File: config.mk
export PLATFORM = sky130hd
export DESIGN_NAME = framebuffer_scaled_reader_flat
export DESIGN_NICKNAME = d
export VERILOG_FILES = /design/src/rtl/framebuffer_scaled_reader_if.sv /design/src/rtl/framebuffer_scaled_reader.sv /design/src/flat_wrapper.sv
export SDC_FILE = /design/constraint.sdc
export NUM_CORES = 1
export LEC_CHECK = 0
export BUFFER_PORTS_ARGS = -buffer_cell sky130_fd_sc_hd__buf_2
export CELL_PAD_IN_SITES_DETAIL_PLACEMENT = 2
export CELL_PAD_IN_SITES_GLOBAL_PLACEMENT = 2
export CORE_UTILIZATION = 37
export DETAILED_ROUTE_END_ITERATION = 10
export GPL_TIMING_DRIVEN = 0
export PLACE_DENSITY = 0.81
export SLEW_MARGIN = 20
export SYNTH_ARGS = -nofsm -noshare
export SYNTH_HDL_FRONTEND = slang
export SYNTH_SLANG_ARGS = --single-unit
File: constraint.sdc
create_clock -name i_clk -period 4.6 [get_ports i_clk]
set_input_delay 0.23 -clock i_clk [delete_from_list [all_inputs] [get_ports i_clk]]
set_output_delay 0.23 -clock i_clk [all_outputs]
set_load 0.01 [all_outputs]
File: src/rtl/framebuffer_scaled_reader_if.sv
// Display-timing in / framebuffer-read out bundle for framebuffer_scaled_reader.
// master = timing source and read consumer, slave = the reader itself.
interface framebuffer_scaled_reader_if #(
    parameter int unsigned ADDR_W = 18
);
    logic              i_hblank;
    logic              i_vblank;
    logic              i_hsync;
    logic              i_vsync;
    logic              i_vde;
    logic [1:0]        i_scale;
    logic [ADDR_W-1:0] o_read_address;
    logic              o_read_enable;
    logic              o_hsync;
    logic              o_vsync;
    logic              o_vde;
    logic              o_border;
    logic              o_frame_start;

    modport master (
        output i_hblank, i_vblank, i_hsync, i_vsync, i_vde, i_scale,
        input  o_read_address, o_read_enable, o_hsync, o_vsync, o_vde, o_border, o_frame_start
    );

    modport slave (
        input  i_hblank, i_vblank, i_hsync, i_vsync, i_vde, i_scale,
        output o_read_address, o_read_enable, o_hsync, o_vsync, o_vde, o_border, o_frame_start
    );
endinterface

File: src/rtl/framebuffer_scaled_reader.sv
// Framebuffer read-address generator with a positionable window and 1x-4x pixel replication;
// sync/DE/border are delayed to line up with the RAM read data.
module framebuffer_scaled_reader #(
    parameter int unsigned FB_H        = 480,
    parameter int unsigned FB_V        = 320,
    parameter int unsigned ADDR_W      = 18,
    parameter int unsigned H_OFFSET    = 0,
    parameter int unsigned V_OFFSET    = 0,
    parameter int unsigned RAM_LATENCY = 1
) (
    input  logic                         i_clk,
    input  logic                         i_rst,
    framebuffer_scaled_reader_if.slave   bus
);
    localparam int unsigned X_W    = 11;
    localparam int unsigned Y_W    = 10;
    localparam int unsigned WIN_W  = 16;
    localparam int unsigned DLY    = 1 + RAM_LATENCY;
    localparam int unsigned PIPE_W = 5;
    localparam logic [PIPE_W-1:0] PIPE_RST = 5'b11000;

    typedef enum logic [1:0] {IDLE, LINE, HOLD} state_t;

    state_t             state, state_next;
    logic               hblank_q, vblank_q, armed, line_seen, de_pending;
    logic [X_W-1:0]     x_reg, x_cur;
    logic [Y_W-1:0]     y_reg, y_cur;
    logic [1:0]         scale_m1;
    logic [X_W-1:0]     col;
    logic [1:0]         sub_x, sub_y;
    logic [ADDR_W-1:0]  row_base;
    logic [WIN_W-1:0]   h_span, v_span;
    logic               hblank_fall, vblank_fall, vblank_rise, armed_now;
    logic               in_h, in_v, in_win, line_done;
    logic [ADDR_W-1:0]  read_address;
    logic               read_enable;
    logic [PIPE_W-1:0]  pipe [DLY];

    assign hblank_fall = hblank_q & ~bus.i_hblank;
    assign vblank_fall = vblank_q & ~bus.i_vblank;
    assign vblank_rise = ~vblank_q & bus.i_vblank;
    assign armed_now   = armed | vblank_fall;

    // Position of the current input cycle; a new line starts at the hblank falling edge
    always_comb begin
        x_cur = hblank_fall ? '0 : x_reg;
        y_cur = y_reg;
        if (hblank_fall && !bus.i_vblank)
            y_cur = !line_seen ? '0 : ((y_reg == '1) ? y_reg : y_reg + Y_W'(1));
    end

    always_comb begin
        h_span = WIN_W'(FB_H);
        v_span = WIN_W'(FB_V);
        case (scale_m1)
            2'd1:    begin h_span = WIN_W'(2 * FB_H); v_span = WIN_W'(2 * FB_V); end
            2'd2:    begin h_span = WIN_W'(3 * FB_H); v_span = WIN_W'(3 * FB_V); end
            2'd3:    begin h_span = WIN_W'(4 * FB_H); v_span = WIN_W'(4 * FB_V); end
            default: ;
        endcase
    end

    // Offsets below the window wrap to huge values, so one unsigned compare covers both bounds
    assign in_h   = (WIN_W'(x_cur) - WIN_W'(H_OFFSET)) < h_span;
    assign in_v   = (WIN_W'(y_cur) - WIN_W'(V_OFFSET)) < v_span;
    assign in_win = armed_now & ~bus.i_hblank & ~bus.i_vblank & in_h & in_v;

    always_ff @(posedge i_clk) begin
        if (i_rst) begin
            hblank_q   <= 1'b0;
            vblank_q   <= 1'b0;
            armed      <= 1'b0;
            scale_m1   <= 2'd0;
            x_reg      <= '0;
            y_reg      <= '0;
            line_seen  <= 1'b0;
            de_pending <= 1'b0;
        end else begin
            hblank_q <= bus.i_hblank;
            vblank_q <= bus.i_vblank;
            if (vblank_fall) armed    <= 1'b1;
            if (vblank_rise) scale_m1 <= bus.i_scale;
            if (!bus.i_hblank) x_reg <= (x_cur == '1) ? x_cur : x_cur + X_W'(1);
            if (bus.i_vblank) begin
                y_reg     <= '0;
                line_seen <= 1'b0;
            end else if (hblank_fall) begin
                y_reg     <= y_cur;
                line_seen <= 1'b1;
            end
            if (bus.i_vblank)   de_pending <= 1'b1;
            else if (bus.i_vde) de_pending <= 1'b0;
        end
    end

    always_ff @(posedge i_clk) begin
        if (i_rst) state <= IDLE;
        else       state <= state_next;
    end

    // Leaving LINE without vblank marks the end of one window line
    always_comb begin
        state_next = state;
        line_done  = 1'b0;
        case (state)
            IDLE: if (!bus.i_vblank) state_next = in_win ? LINE : HOLD;
            LINE: begin
                if (bus.i_vblank) state_next = IDLE;
                else if (!in_win) begin
                    state_next = HOLD;
                    line_done  = 1'b1;
                end
            end
            HOLD: begin
                if (bus.i_vblank) state_next = IDLE;
                else if (in_win)  state_next = LINE;
            end
            default: state_next = IDLE;
        endcase
    end

    // Replication by sub-counters: col steps every S pixels, row_base every S window lines
    always_ff @(posedge i_clk) begin
        if (i_rst || bus.i_vblank) begin
            row_base <= '0;
            col      <= '0;
            sub_x    <= 2'd0;
            sub_y    <= 2'd0;
        end else if (line_done) begin
            col   <= '0;
            sub_x <= 2'd0;
            if (sub_y == scale_m1) begin
                sub_y    <= 2'd0;
                row_base <= row_base + ADDR_W'(FB_H);
            end else begin
                sub_y <= sub_y + 2'd1;
            end
        end else if (in_win) begin
            if (sub_x == scale_m1) begin
                sub_x <= 2'd0;
                col   <= col + X_W'(1);
            end else begin
                sub_x <= sub_x + 2'd1;
            end
        end
    end

    always_ff @(posedge i_clk) begin
        if (i_rst) begin
            read_address <= '0;
            read_enable  <= 1'b0;
        end else begin
            read_address <= armed_now ? row_base + ADDR_W'(col) : '0;
            read_enable  <= in_win;
        end
    end

    // {hsync, vsync, vde, border, frame_start} delayed by 1+RAM_LATENCY
    always_ff @(posedge i_clk) begin
        if (i_rst) begin
            for (int unsigned i = 0; i < DLY; i++) pipe[i] <= PIPE_RST;
        end else begin
            pipe[0] <= {bus.i_hsync, bus.i_vsync, bus.i_vde,
                        armed_now & bus.i_vde & ~in_win,
                        de_pending & bus.i_vde & ~bus.i_vblank};
            for (int unsigned i = 1; i < DLY; i++) pipe[i] <= pipe[i-1];
        end
    end

    assign bus.o_read_address = read_address;
    assign bus.o_read_enable  = read_enable;
    assign bus.o_hsync        = pipe[DLY-1][4];
    assign bus.o_vsync        = pipe[DLY-1][3];
    assign bus.o_vde          = pipe[DLY-1][2];
    assign bus.o_border       = pipe[DLY-1][1];
    assign bus.o_frame_start  = pipe[DLY-1][0];
endmodule
File: src/flat_wrapper.sv
// flat-port wrapper written by rule: the top's interface ports become plain ports
module framebuffer_scaled_reader_flat 
#(
    parameter int unsigned FB_H        = 480,
    parameter int unsigned FB_V        = 320,
    parameter int unsigned ADDR_W      = 18,
    parameter int unsigned H_OFFSET    = 0,
    parameter int unsigned V_OFFSET    = 0,
    parameter int unsigned RAM_LATENCY = 1
)
  (i_clk, i_rst, bus_i_hblank, bus_i_vblank, bus_i_hsync, bus_i_vsync, bus_i_vde, bus_i_scale, bus_o_read_address, bus_o_read_enable, bus_o_hsync, bus_o_vsync, bus_o_vde, bus_o_border, bus_o_frame_start);
  framebuffer_scaled_reader_if #(.ADDR_W(ADDR_W)) bus_i ();
  input  logic i_clk;
  input  logic i_rst;
  input wire logic [$bits(bus_i.i_hblank)-1:0] bus_i_hblank;
  input wire logic [$bits(bus_i.i_vblank)-1:0] bus_i_vblank;
  input wire logic [$bits(bus_i.i_hsync)-1:0] bus_i_hsync;
  input wire logic [$bits(bus_i.i_vsync)-1:0] bus_i_vsync;
  input wire logic [$bits(bus_i.i_vde)-1:0] bus_i_vde;
  input wire logic [$bits(bus_i.i_scale)-1:0] bus_i_scale;
  output wire logic [$bits(bus_i.o_read_address)-1:0] bus_o_read_address;
  output wire logic [$bits(bus_i.o_read_enable)-1:0] bus_o_read_enable;
  output wire logic [$bits(bus_i.o_hsync)-1:0] bus_o_hsync;
  output wire logic [$bits(bus_i.o_vsync)-1:0] bus_o_vsync;
  output wire logic [$bits(bus_i.o_vde)-1:0] bus_o_vde;
  output wire logic [$bits(bus_i.o_border)-1:0] bus_o_border;
  output wire logic [$bits(bus_i.o_frame_start)-1:0] bus_o_frame_start;
  assign bus_i.i_hblank = bus_i_hblank;
  assign bus_i.i_vblank = bus_i_vblank;
  assign bus_i.i_hsync = bus_i_hsync;
  assign bus_i.i_vsync = bus_i_vsync;
  assign bus_i.i_vde = bus_i_vde;
  assign bus_i.i_scale = bus_i_scale;
  assign bus_o_read_address = bus_i.o_read_address;
  assign bus_o_read_enable = bus_i.o_read_enable;
  assign bus_o_hsync = bus_i.o_hsync;
  assign bus_o_vsync = bus_i.o_vsync;
  assign bus_o_vde = bus_i.o_vde;
  assign bus_o_border = bus_i.o_border;
  assign bus_o_frame_start = bus_i.o_frame_start;
  framebuffer_scaled_reader #(.FB_H(FB_H), .FB_V(FB_V), .ADDR_W(ADDR_W), .H_OFFSET(H_OFFSET), .V_OFFSET(V_OFFSET), .RAM_LATENCY(RAM_LATENCY)) u_core (.i_clk(i_clk), .i_rst(i_rst), .bus(bus_i));
endmodule
==> impl_metrics.ini <==
[run_status]
status = complete, no violations

[floorplan]
dieWidth_microns = 110
io_pins = 33
design.die.area_sq_um = 12200
die_height_microns = 110
rows = 39
coreArea_sq_um = 11400
initial_core_util = 0.381

[global_routing]
antenna_found_initial = 0
grt_max_degree = 17
grt_pass1_wl_microns = 21600
grt.total_usage = 0.221
overflow = 0
grt_pass1_vias = 4275

[layout]
final_common_cell = dfxtp_1
fillerInstances = 1288
final_core_util = 0.439
instances_no_fill = 695
largest_reg_flops = 18
fin_nets = 577
antennaDiodeCount = 0
layout_common_cells = dfxtp_1, nor2_1, nand2_1, buf_2, a21oi_1
drive_above_1_share = 0.132
syn2layout_area_growth_pct = 15.2

[placement]
dp_cells = 679
io_buffers = 30
place_hpwl_microns = 9270
gp_congestion = 0.779

[setup_path]
critPathRequiredTime_ps = 4840
worstSetupPathType = flip-flop to flip-flop
crit_arrival_ps = 4330
start_kind = flip-flop
cp_max_fo = 10
end_kind = flip-flop
r2r_slack_ps = 500

[drt]
top_layer_used = met4
first_pass_iters = 4
wl_per_cell_microns = 18.1
ant_nets = 0
wirelength_microns = 12600
drtIter0Drc = 118
met3WireLength_microns = 355
via_count = 3901
wl_met2_microns = 6240
vias_per_cell = 5.61
drt-met1-wl_microns = 5830
remaining_drc_errors = 0

[clocking]
insertion_delay_ps = 360
cts_made_buffers = 9
cts-root-buf = clkbuf_16
cts_num_sinks = 87
h-tree-depth = 3
path_clk_slew_ps = 70
cts_tree = built
clockBufferDepth = 2

[power_and_ir_drop]
worst_ir_drop_vdd_uv = 263
p_leak_nw = 1.94
swShare = 0.242
p_switching_mw = 0.406
clkPwrFrac = 0.485
p_seq_frac = 0.458
comb_power_share = 0.056
internal-power_mw = 1.27
powerDensity_nw_per_um2 = 335

[timing]
tns_ps = 0
period_share = 0.891
fmax_mhz = 244
period_minus_slack_ps = 4100
setup_viol = 0
tightest_slew_ps = 814
fin_worst_skew_ps = 9.02
grt_setup_unrepaired = false
slew_violations = 0
slew_headroom = 0.450
finalHoldViolations = 0

[flow_run]
maxCapViolations = 0

[logic_synthesis]
synthDistinctLibCells = 60
syn-num-nets = 536
synth_seq_cells = 87
synth_ff_type = dfxtp_1
syn-cell-area_sq_um = 4350
seq_area_frac_synth = 0.400
synth_edf_count = 0
synthCells = 506
ys_warn_count = 0
synth_area_per_cell_sq_um = 8.60
synth-async-reset-ratio = 0

[hold_path]
hp-class = input port to flip-flop
==> path summary, 6_finish.rpt <==
check | to | cells past startpoint | start
hold reg to reg | u_core.pipe[0][8] | 1 | u_core.pipe[0][3]
hold / removal | u_core.pipe[0][3] | 2 | bus_i_vsync
setup reg to reg | u_core.col[1] | 14 | u_core.hblank_q
setup / recovery | u_core.col[1] | 14 | u_core.hblank_q
==> routing by layer <==
layer / vias up / GRT usage
li1: 1914 / -
met1: 1929 / 0.268
met2: 43 / 0.383
met3: 15 / 0.0549
met4: 0 / 0.0667
met5: - / 0
==> logic make-up (layout without fill, tap and decap cells) <==
logic type      count (synthesis)  count (layout)  share of synthesized area
buf+inv                        48              94                     0.0495
xor+xnor                       18              18                     0.0362
compound gates                 94              94                      0.148
mux                             9               9                     0.0210
fa+ha+maj                      21              21                     0.0621
simple gates                  229             229                      0.283
flops                          87              87                      0.400
==> worst max-delay path, cell delays in order (launching register included) <==
cell and delay [ps]:
dfxtp_1 430, or3b_1 390, buf_6 150, nor3_4 270, a31oi_1 160, a21oi_1 200, ha_1 270, a21oi_1 140
nor3b_1 80, a2111oi_1 640, nand4bb_1 230, clkbuf_1 300, buf_2 280, mux2i_1 300, o22ai_1 130
==> what timing repair did <==
item,in CTS,in global routing
endpoints found under the setup margin,0,12
hold buffers,0,0
gates resized for setup,0,2
setup buffers,0,0
==> cells in the mapped netlist, drive strengths merged (7+ instances only) <==
cell type,number,area (sq um)
or3,9,56.3
and3,8,50.1
nor4,10,62.6
xnor2,7,61.3
and2,15,93.8
or2,10,62.6
mux2i,8,80.1
inv,23,86.3
nor3,25,141
a21oi,30,150
nor2b,7,43.8
a221o,8,80.1
dfxtp,87,1740
nand4,17,113
nor2,54,203
ha,20,250
xor2,11,96.3
nand3,14,70.1
nand2,35,131
clkbuf,15,56.3
a211oi,8,60.1
buf,10,72.6
o31ai,7,52.6
or4,8,60.1
o21ai,9,45.0
==> layout make-up <==
class	instances	area (sq um)	area share
tap	143	179	0.0357
multi-input combinational	371	2400	0.478
buffer	25	129	0.0257
timing repair buffer	30	150	0.0300
sequential	87	1740	0.348
clock buffer	9	225	0.0449
inverter	23	86.3	0.0172
clock inverter	7	103	0.0205
==> power by group through the flow <==
stage / Combinational (mW) / Sequential (mW) / Clock [mW]
after CTS: 0.0961 / 0.769 / 0.841
final: 0.0948 / 0.769 / 0.815
after floorplan: 0.0623 / 0.785 / 0
after global routing: 0.106 / 0.770 / 0.864
after global placement: 0.0904 / 0.786 / 0
after detailed placement: 0.0952 / 0.787 / 0
==> per-stage QoR <==
| stage | hold WS (ps) | area [sq um] | setup slack [ps] | total power [mW] |
|---|---|---|---|---|
| floorplan | 334 | 4350 | 1390 | 0.847 |
| global placement | 395 | 4680 | 492 | 0.876 |
| detailed placement | 401 | 4680 | 243 | 0.882 |
| CTS | 43.1 | 5010 | 160 | 1.71 |
| global route | 58.4 | 5010 | 162 | 1.74 |
| finish | 52.5 | 5010 | 503 | 1.68 |
No activity file was read; power rests on OpenSTA's default activity.
